==> src/rtl/custcount_pkg.sv <==
// custcount_pkg: shared types and step defaults for +INC/-DEC custom counter monitors.
package custcount_pkg;
  typedef enum logic [1:0] {IDLE, ACQUIRE, LOCKED} state_t;
  typedef enum logic [1:0] {STEP_NONE, STEP_INC, STEP_DEC, STEP_BAD} step_t;
  localparam int DEF_INC = 5;
  localparam int DEF_DEC = 2;
endpackage

==> src/rtl/custstep_classify.sv <==
// custstep_classify: classifies the modular delta between two samples as INC, DEC or BAD.
module custstep_classify
  import custcount_pkg::*;
#(
  parameter int WIDTH = 8,
  parameter int INC   = DEF_INC,
  parameter int DEC   = DEF_DEC
) (
  input  logic [WIDTH-1:0] i_prev,
  input  logic [WIDTH-1:0] i_count,
  output step_t            o_step
);
  localparam logic [WIDTH-1:0] L_INC = WIDTH'(INC);
  localparam logic [WIDTH-1:0] L_DEC = ~WIDTH'(DEC) + 1'b1;
  logic [WIDTH-1:0] w_delta;
  assign w_delta = i_count - i_prev;
  assign o_step  = (w_delta == L_INC) ? STEP_INC : (w_delta == L_DEC) ? STEP_DEC : STEP_BAD;
endmodule

==> config.mk <==
export PLATFORM = sky130hd
export DESIGN_NAME = custstep_classify
export DESIGN_NICKNAME = d
export VERILOG_FILES = /design/src/rtl/custcount_pkg.sv /design/src/rtl/custstep_classify.sv
export SDC_FILE = /design/constraint.sdc
export NUM_CORES = 1
export LEC_CHECK = 0
export ABC_CLOCK_PERIOD_IN_PS = 3400
export BUFFER_PORTS_ARGS = -buffer_cell sky130_fd_sc_hd__clkbuf_2
export CORE_AREA = 2 2 39 41
export DETAILED_ROUTE_END_ITERATION = 10
export DIE_AREA = 0 0 41 43
export PLACE_DENSITY = 0.63
export SYNTH_ARGS = -nofsm -noshare
export SYNTH_HDL_FRONTEND = slang
export SYNTH_SLANG_ARGS = --single-unit
export TNS_END_PERCENT = 10
==> constraint.sdc <==
create_clock -name vclk -period 3.4
set_clock_uncertainty 0.15 [all_clocks]
set_input_delay 0.51 -clock vclk [all_inputs]
set_output_delay 0.51 -clock vclk [all_outputs]
set_load 0.005 [all_outputs]
# ---- Word-level counts from Yosys, hierarchy flattened
# Index checks and enable logic that the tools add are counted.
# W data, S select, Z words.
dict set report word_totals {
  wordCells 5
  inputBits 16
  reg_bits 0
}
dict set report classes {
  n_addsub 1
  eq_ne 2
  mux 2
}
# operator n
set ops {}
lappend ops {{$eq A8 B3 Y1 const B} 1}
lappend ops {{$eq A8 B8 Y1 const B} 1}
lappend ops {{$sub A8 B8 Y8} 1}
lappend ops {{$mux W2} 1}
lappend ops {{$mux W1} 1}

# ---- Longest topological paths before layout
# Gate-level depths: netlist of run 1.
dict set report depth {
  depth_word 4
  mapped_depth 8
  mapped_depth_nobuf 8
}

# ---- Worst setup path before layout of run 1
# OpenSTA, ideal clock, no wires.
dict set report synth_timing {
  kind {input-to-output}
  start {input i_count[0]}
  end {output o_step[1]}
  t_arrival_ns 2.273
  path_buffers 0
  path_slack_ns 0.467
  path_stages 8
  cell_sequence {inv_1 ha_1 fa_1 nand2b_1 a21oi_4 xnor2_1 or3_1 or4_1}
}
dict set report synth_via {
  elab_chain_cells 3
}
# element line
set synth_rtl {}
lappend synth_rtl {{start: declaration} custstep_classify.sv:10} ;# input logic [WIDTH-1:0] i_count,
lappend synth_rtl {{$sub A8 B8 Y8} custstep_classify.sv:16} ;# assign w_delta = i_count - i_prev;
lappend synth_rtl {{$eq A8 B3 Y1} custstep_classify.sv:17} ;# assign o_step = (w_delta == L_INC) ? STEP_INC : (w_delta == L_DEC) ? STEP_DEC : STEP_BAD;
lappend synth_rtl {{$mux W2} custstep_classify.sv:17}
lappend synth_rtl {{end: declaration} custstep_classify.sv:11} ;# output step_t o_step
# Every way passes these cells.

# ---- Final worst setup path of run 1
# Ends and elaborated chain as after synthesis.

==> results of run 1 <==
## placed cells by master, fill, tap and decap left out
master	count
xnor2_1	4
nor3_1	1
nand3b_1	1
xor2_1	1
nand2_1	2
a21oi_4	1
a21oi_1	4
or4_1	1
or3_1	1
a41oi_1	1
nor2_1	5
nand4_1	2
o311ai_0	1
o21ai_0	2
ha_1	8
nor2b_1	1
nand4b_1	1
inv_1	10
mux2i_1	1
or4b_2	1
nand2b_1	2
clkbuf_2	18
a31oi_1	1
fa_1	1
a2111oi_0	1
nor2_2	1
and4_2	1
## cells by family (layout without fill, tap and decap cells)
group,after synthesis,after routing
xor gates and xnor gates,5,5
and+or+nand+nor,20,20
AOI/OAI and AO/OA,11,11
buffers and inverters,11,28
muxes,1,1
adders and majority gates,9,9
## per-stage QoR
step / cell area [sq um] / worst slack [ns] / std cells / power (mW) / hold WS, ns
6_report: 519.2 / 0.1860 / 90 / 0.07755 / 1.340
5_1_grt: 519.2 / 0.08743 / 90 / 0.08775 / 1.396
4_1_cts: 519.2 / 0.1671 / 90 / 0.07861 / 1.345
3_5_place_dp: 519.2 / 0.1720 / 90 / 0.07803 / 1.343
3_3_place_gp: 519.2 / 0.2018 / 90 / 0.07644 / 1.338
2_1_floorplan: 412.9 / 0.4673 / 57 / 0.05815 / 1.137
## power groups by stage
stage | sequential (mW) | clock [mW] | combinational [mW]
after floorplan | 0 | 0 | 0.0582
after detailed placement | 0 | 0 | 0.0780
final | 0 | 0 | 0.0775
after global placement | 0 | 0 | 0.0764
after CTS | 0 | 0 | 0.0786
after global routing | 0 | 0 | 0.0878
## worst min-delay path by stage
stage | end | slack (ns) | cells after the start
final | o_step[0] | 1.34 | 5
after global routing | o_step[0] | 1.40 | 5
after CTS | o_step[0] | 1.35 | 5
after detailed placement | o_step[0] | 1.34 | 5
after global placement | o_step[0] | 1.34 | 5
after floorplan | o_step[0] | 1.14 | 3
## metal layers
layer,track usage [%],part of all wire [%],vias up
met5,0,0,-
met3,0,7.1,0
li1,-,-,236
met2,15.63,50,16
met4,0,0,0
met1,12.38,43,192
## cell type report
class | count | area, sq um | area share [%]
well taps | 16 | 20.02 | 3.855
multi-input cells | 46 | 371.6 | 71.57
inverters | 10 | 37.54 | 7.229
repair buffers | 18 | 90.09 | 17.35
==> results.toml, run 1 <==
[global_routing]
grt_pass1_vias = 334
antenna_found_initial = 0
grt_use_total_pct = 8.900
grt_overflow = 0
grt_first_pass_wirelength_um = 1193
grt_max_degree = 9

[die]
start_util_pct = 29.84
rows = 14
core_area_sq_um = 1384
fp.dieW_um = 41
die-area_sq_um = 1763
io_pins = 18
die_h_um = 43

[routing]
drt_wl_total_um = 771
wl_per_cell_um = 8.567
route.detailed.drc = 0
via_per_inst = 4.933
via_count = 444
drt_iter0_markers = 11
antenna_left = 0
dr.pass1.iters = 4

[critical_path]
cp-endpoint = "o_step[1]"
cpMaxStageDelayCell = "or4_1"
worst-setup-path-type = "input pin to primary output"
worstPathRequired_ns = 2.74
arrival_ns = 2.55
crit_top_cell = "clkbuf_2"
crit_cells = 10
worstSetupEndpointType = "primary output"
slowest_delay_ns = 0.46
cp_top_family = "simple AND/OR/NAND/NOR gates"
path_cells = "clkbuf_2, inv_1, ha_1, fa_1, nand2b_1, a21oi_4, xnor2_1, or3_1, or4_1, clkbuf_2"
crit_path_max_fanout = 3
crit_start = "i_count[0]"
cp_num_buf_inv = 3
crit_path_start_kind = "input pin"

[logic_synthesis]
netlist-cell-type-count = 27
yosys.area_share.simple_pct = 28.79
synth_top_area_cell = "ha_1"
synth.most_common_cell = "inv_1"
synth_top_cell_area_share_pct = 24.24
syn_area_per_cell_sq_um = 7.244
synth_warnings = 0
synthesis.area_sq_um = 412.9
yosys-mux-area-fraction_pct = 2.424
synthesis.nets = 82
synth_top_family_by_area = "adder cells"
yosys-top-cells-area = "ha_1, inv_1, xnor2_1, a21oi_1, fa_1"
synth_compound_area_share_pct = 19.09
yosysSeqAreaShare_pct = 0
synthTopCellsByCount = "inv_1, ha_1, nor2_1"
netlist_instances = 57
synth_xor_area_share_pct = 10.61
synth_fa_ha_area_share_pct = 29.09

[power_and_ir_drop]
p_clk_share_pct = 0
switchingPower_mw = 0.04008
p_sw_share_pct = 51.69
power_frac_seq_pct = 0
p_per_area_nw_per_um2 = 149.3
p_int_mw = 0.03746
leakagePower_nw = 0.2671
ir_worst_vdd_mv = 0.05128
power_frac_comb_pct = 100.0

[layout]
synthToLayoutAreaGrowth_pct = 25.76
fillers = 154
n_antenna_cell = 0
fin_nets = 101
layout-drive-gt1-share_pct = 29.73
fin_util_pct = 37.52
nClkBuffers = 0
seqCellArea_sq_um = 0
seq_cells = 0

[placed_design]
portBuffers = 18
detailed_place_hpwl_um = 692.6
gp_congestion = 0.6951

[sta]
timing.slew.headroom_pct = 71.43
clock.fmax_mhz = 311.1
period_share_pct = 94.53
period_needed_ns = 3.214
tightest_slew_ns = 0.4231
final_hold_viol_count = 0
rsz0062_at_grt = "false"
tns_ns = 0
maxSlewViolCount = 0
setup_viol = 0

[clock_network]
postCtsResizedCells = 0
hold_buffers = 0
postCtsSetupBuffers = 0

[hold_path]
min_path_type = "input pin to primary output"
min_from = "i_count[7]"

[run_status]
status = "finished clean"

[run]
max-cap-violations = 0
Power figures use the tool's default switching activity.
==> run 2: changes to the inputs <==
--- a/config.mk
+++ b/config.mk
@@ -5,7 +5,7 @@
 export SDC_FILE = /design/constraint.sdc
 export NUM_CORES = 1
 export LEC_CHECK = 0
-export ABC_CLOCK_PERIOD_IN_PS = 3400
+export ABC_CLOCK_PERIOD_IN_PS = 3500
 export BUFFER_PORTS_ARGS = -buffer_cell sky130_fd_sc_hd__clkbuf_2
 export CORE_AREA = 2 2 39 41
 export DETAILED_ROUTE_END_ITERATION = 10
==> constraint.sdc (replaced) <==
create_clock -name vclk -period 3.5
set_clock_uncertainty 0.15 [all_clocks]
set_input_delay 0.525 -clock vclk [all_inputs]
set_output_delay 0.525 -clock vclk [all_outputs]
set_load 0.005 [all_outputs]
==> results.toml, run 2 (synthesis results as in run 1) <==
[run_status]
status = "finished clean"

[layout]
fin_util_pct = 37.52
synthToLayoutAreaGrowth_pct = 25.76
fillers = 152
final_cell_area_sq_um = 519.2
n_antenna_cell = 0
layout_commonest_cell = "clkbuf_2"
final_cell_mix = "clkbuf_2, inv_1, ha_1"
seqCellArea_sq_um = 0
nClkBuffers = 0
seq_cells = 0
fin_nets = 101
finalNonFillerCells = 90
layout-drive-gt1-share_pct = 29.73

[power_and_ir_drop]
ir_worst_vdd_mv = 0.05321
total_power_mw = 0.07651
p_per_area_nw_per_um2 = 147.3
leakagePower_nw = 0.2671

[sta]
period_needed_ns = 3.270
final_hold_viol_count = 0
holdWs_ns = 1.375
timing.slew.headroom_pct = 69.77
tightest_slew_ns = 0.4477
tns_ns = 0
clock.fmax_mhz = 305.8
period_share_pct = 93.42
setup_viol = 0
maxSlewViolCount = 0
rsz0062_at_grt = "false"
fin_ws_ns = 0.2302

[critical_path]
crit_start = "i_count[0]"
crit_top_cell = "clkbuf_2"
crit_path_max_fanout = 3
cp_top_family = "simple AND/OR/NAND/NOR gates"
worstSetupEndpointType = "primary output"
worstPathRequired_ns = 2.82
cp_num_buf_inv = 3
worst-setup-path-type = "input pin to primary output"
crit_path_start_kind = "input pin"
cpMaxStageDelayCell = "or4_1"
path_cells = "clkbuf_2, inv_1, ha_1, fa_1, nand2b_1, a21oi_4, a2111oi_0, nand4b_1, or4_1, clkbuf_2"
slowest_delay_ns = 0.54
cp-endpoint = "o_step[1]"
crit_cells = 10
arrival_ns = 2.59

[die]
rows = 14
die_h_um = 43
start_util_pct = 29.84
die-area_sq_um = 1763
io_pins = 18
fp.dieW_um = 41
core_area_sq_um = 1384

[routing]
wl_met1_um = 380
wl_met3_um = 40
via_per_inst = 4.900
antenna_left = 0
via_count = 441
drt_wl_total_um = 812
route.detailed.drc = 0
wl_per_cell_um = 9.022
drt_iter0_markers = 2
dr_wl_met2_um = 391
dr.pass1.iters = 2
highest_layer = "met3"

[global_routing]
grt_use_total_pct = 9.700
grt_overflow = 0
grt_pass1_vias = 347
antenna_found_initial = 0
grt_max_degree = 9
grt_first_pass_wirelength_um = 1311

[hold_path]
hold-path-cell-count = 5
min_path_type = "input pin to primary output"

[placed_design]
dp_slack_ns = 0.2523
gp_congestion = 0.7064
detailed_place_hpwl_um = 708.3
placed_area_sq_um = 519.2
dp_cells = 90
portBuffers = 18

[clock_network]
postCtsResizedCells = 0
hold_buffers = 0
postCtsSetupBuffers = 0

[run]
max-cap-violations = 0
run 2: cell counts in the layout (fill, tap and decap cells not counted):
Identical to the previous run, type by type.
run 2: layer usage:
layer | global-route usage (%) | up-vias
met1 | 13.97 | 192
met4 | 0 | 0
met3 | 0 | 0
met2 | 16.56 | 12
li1 | - | 237
met5 | 0 | -
run 2: area by class of cell:
class              count  area (sq um)  area share, %
multi-input cells     46         371.6          71.57
repair buffers        18         90.09          17.35
inverters             10         37.54          7.229
well taps             16         20.02          3.855
run 2: worst min path at each step:
stage                    start        end  slack (ns)
CTS                 i_count[7]  o_step[0]        1.38
global route        i_count[7]  o_step[0]        1.41
detailed placement  i_count[7]  o_step[0]        1.38
finish              i_count[7]  o_step[0]        1.37
floorplan           i_count[7]  o_step[0]        1.17
global placement    i_count[7]  o_step[0]        1.37
run 2: power breakdown:
| group | switching [mW] | internal (mW) |
|---|---|---|
| Sequential | 0 | 0 |
| Clock | 0 | 0 |
| Combinational | 0.0401 | 0.0364 |
| Total | 0.0401 | 0.0364 |
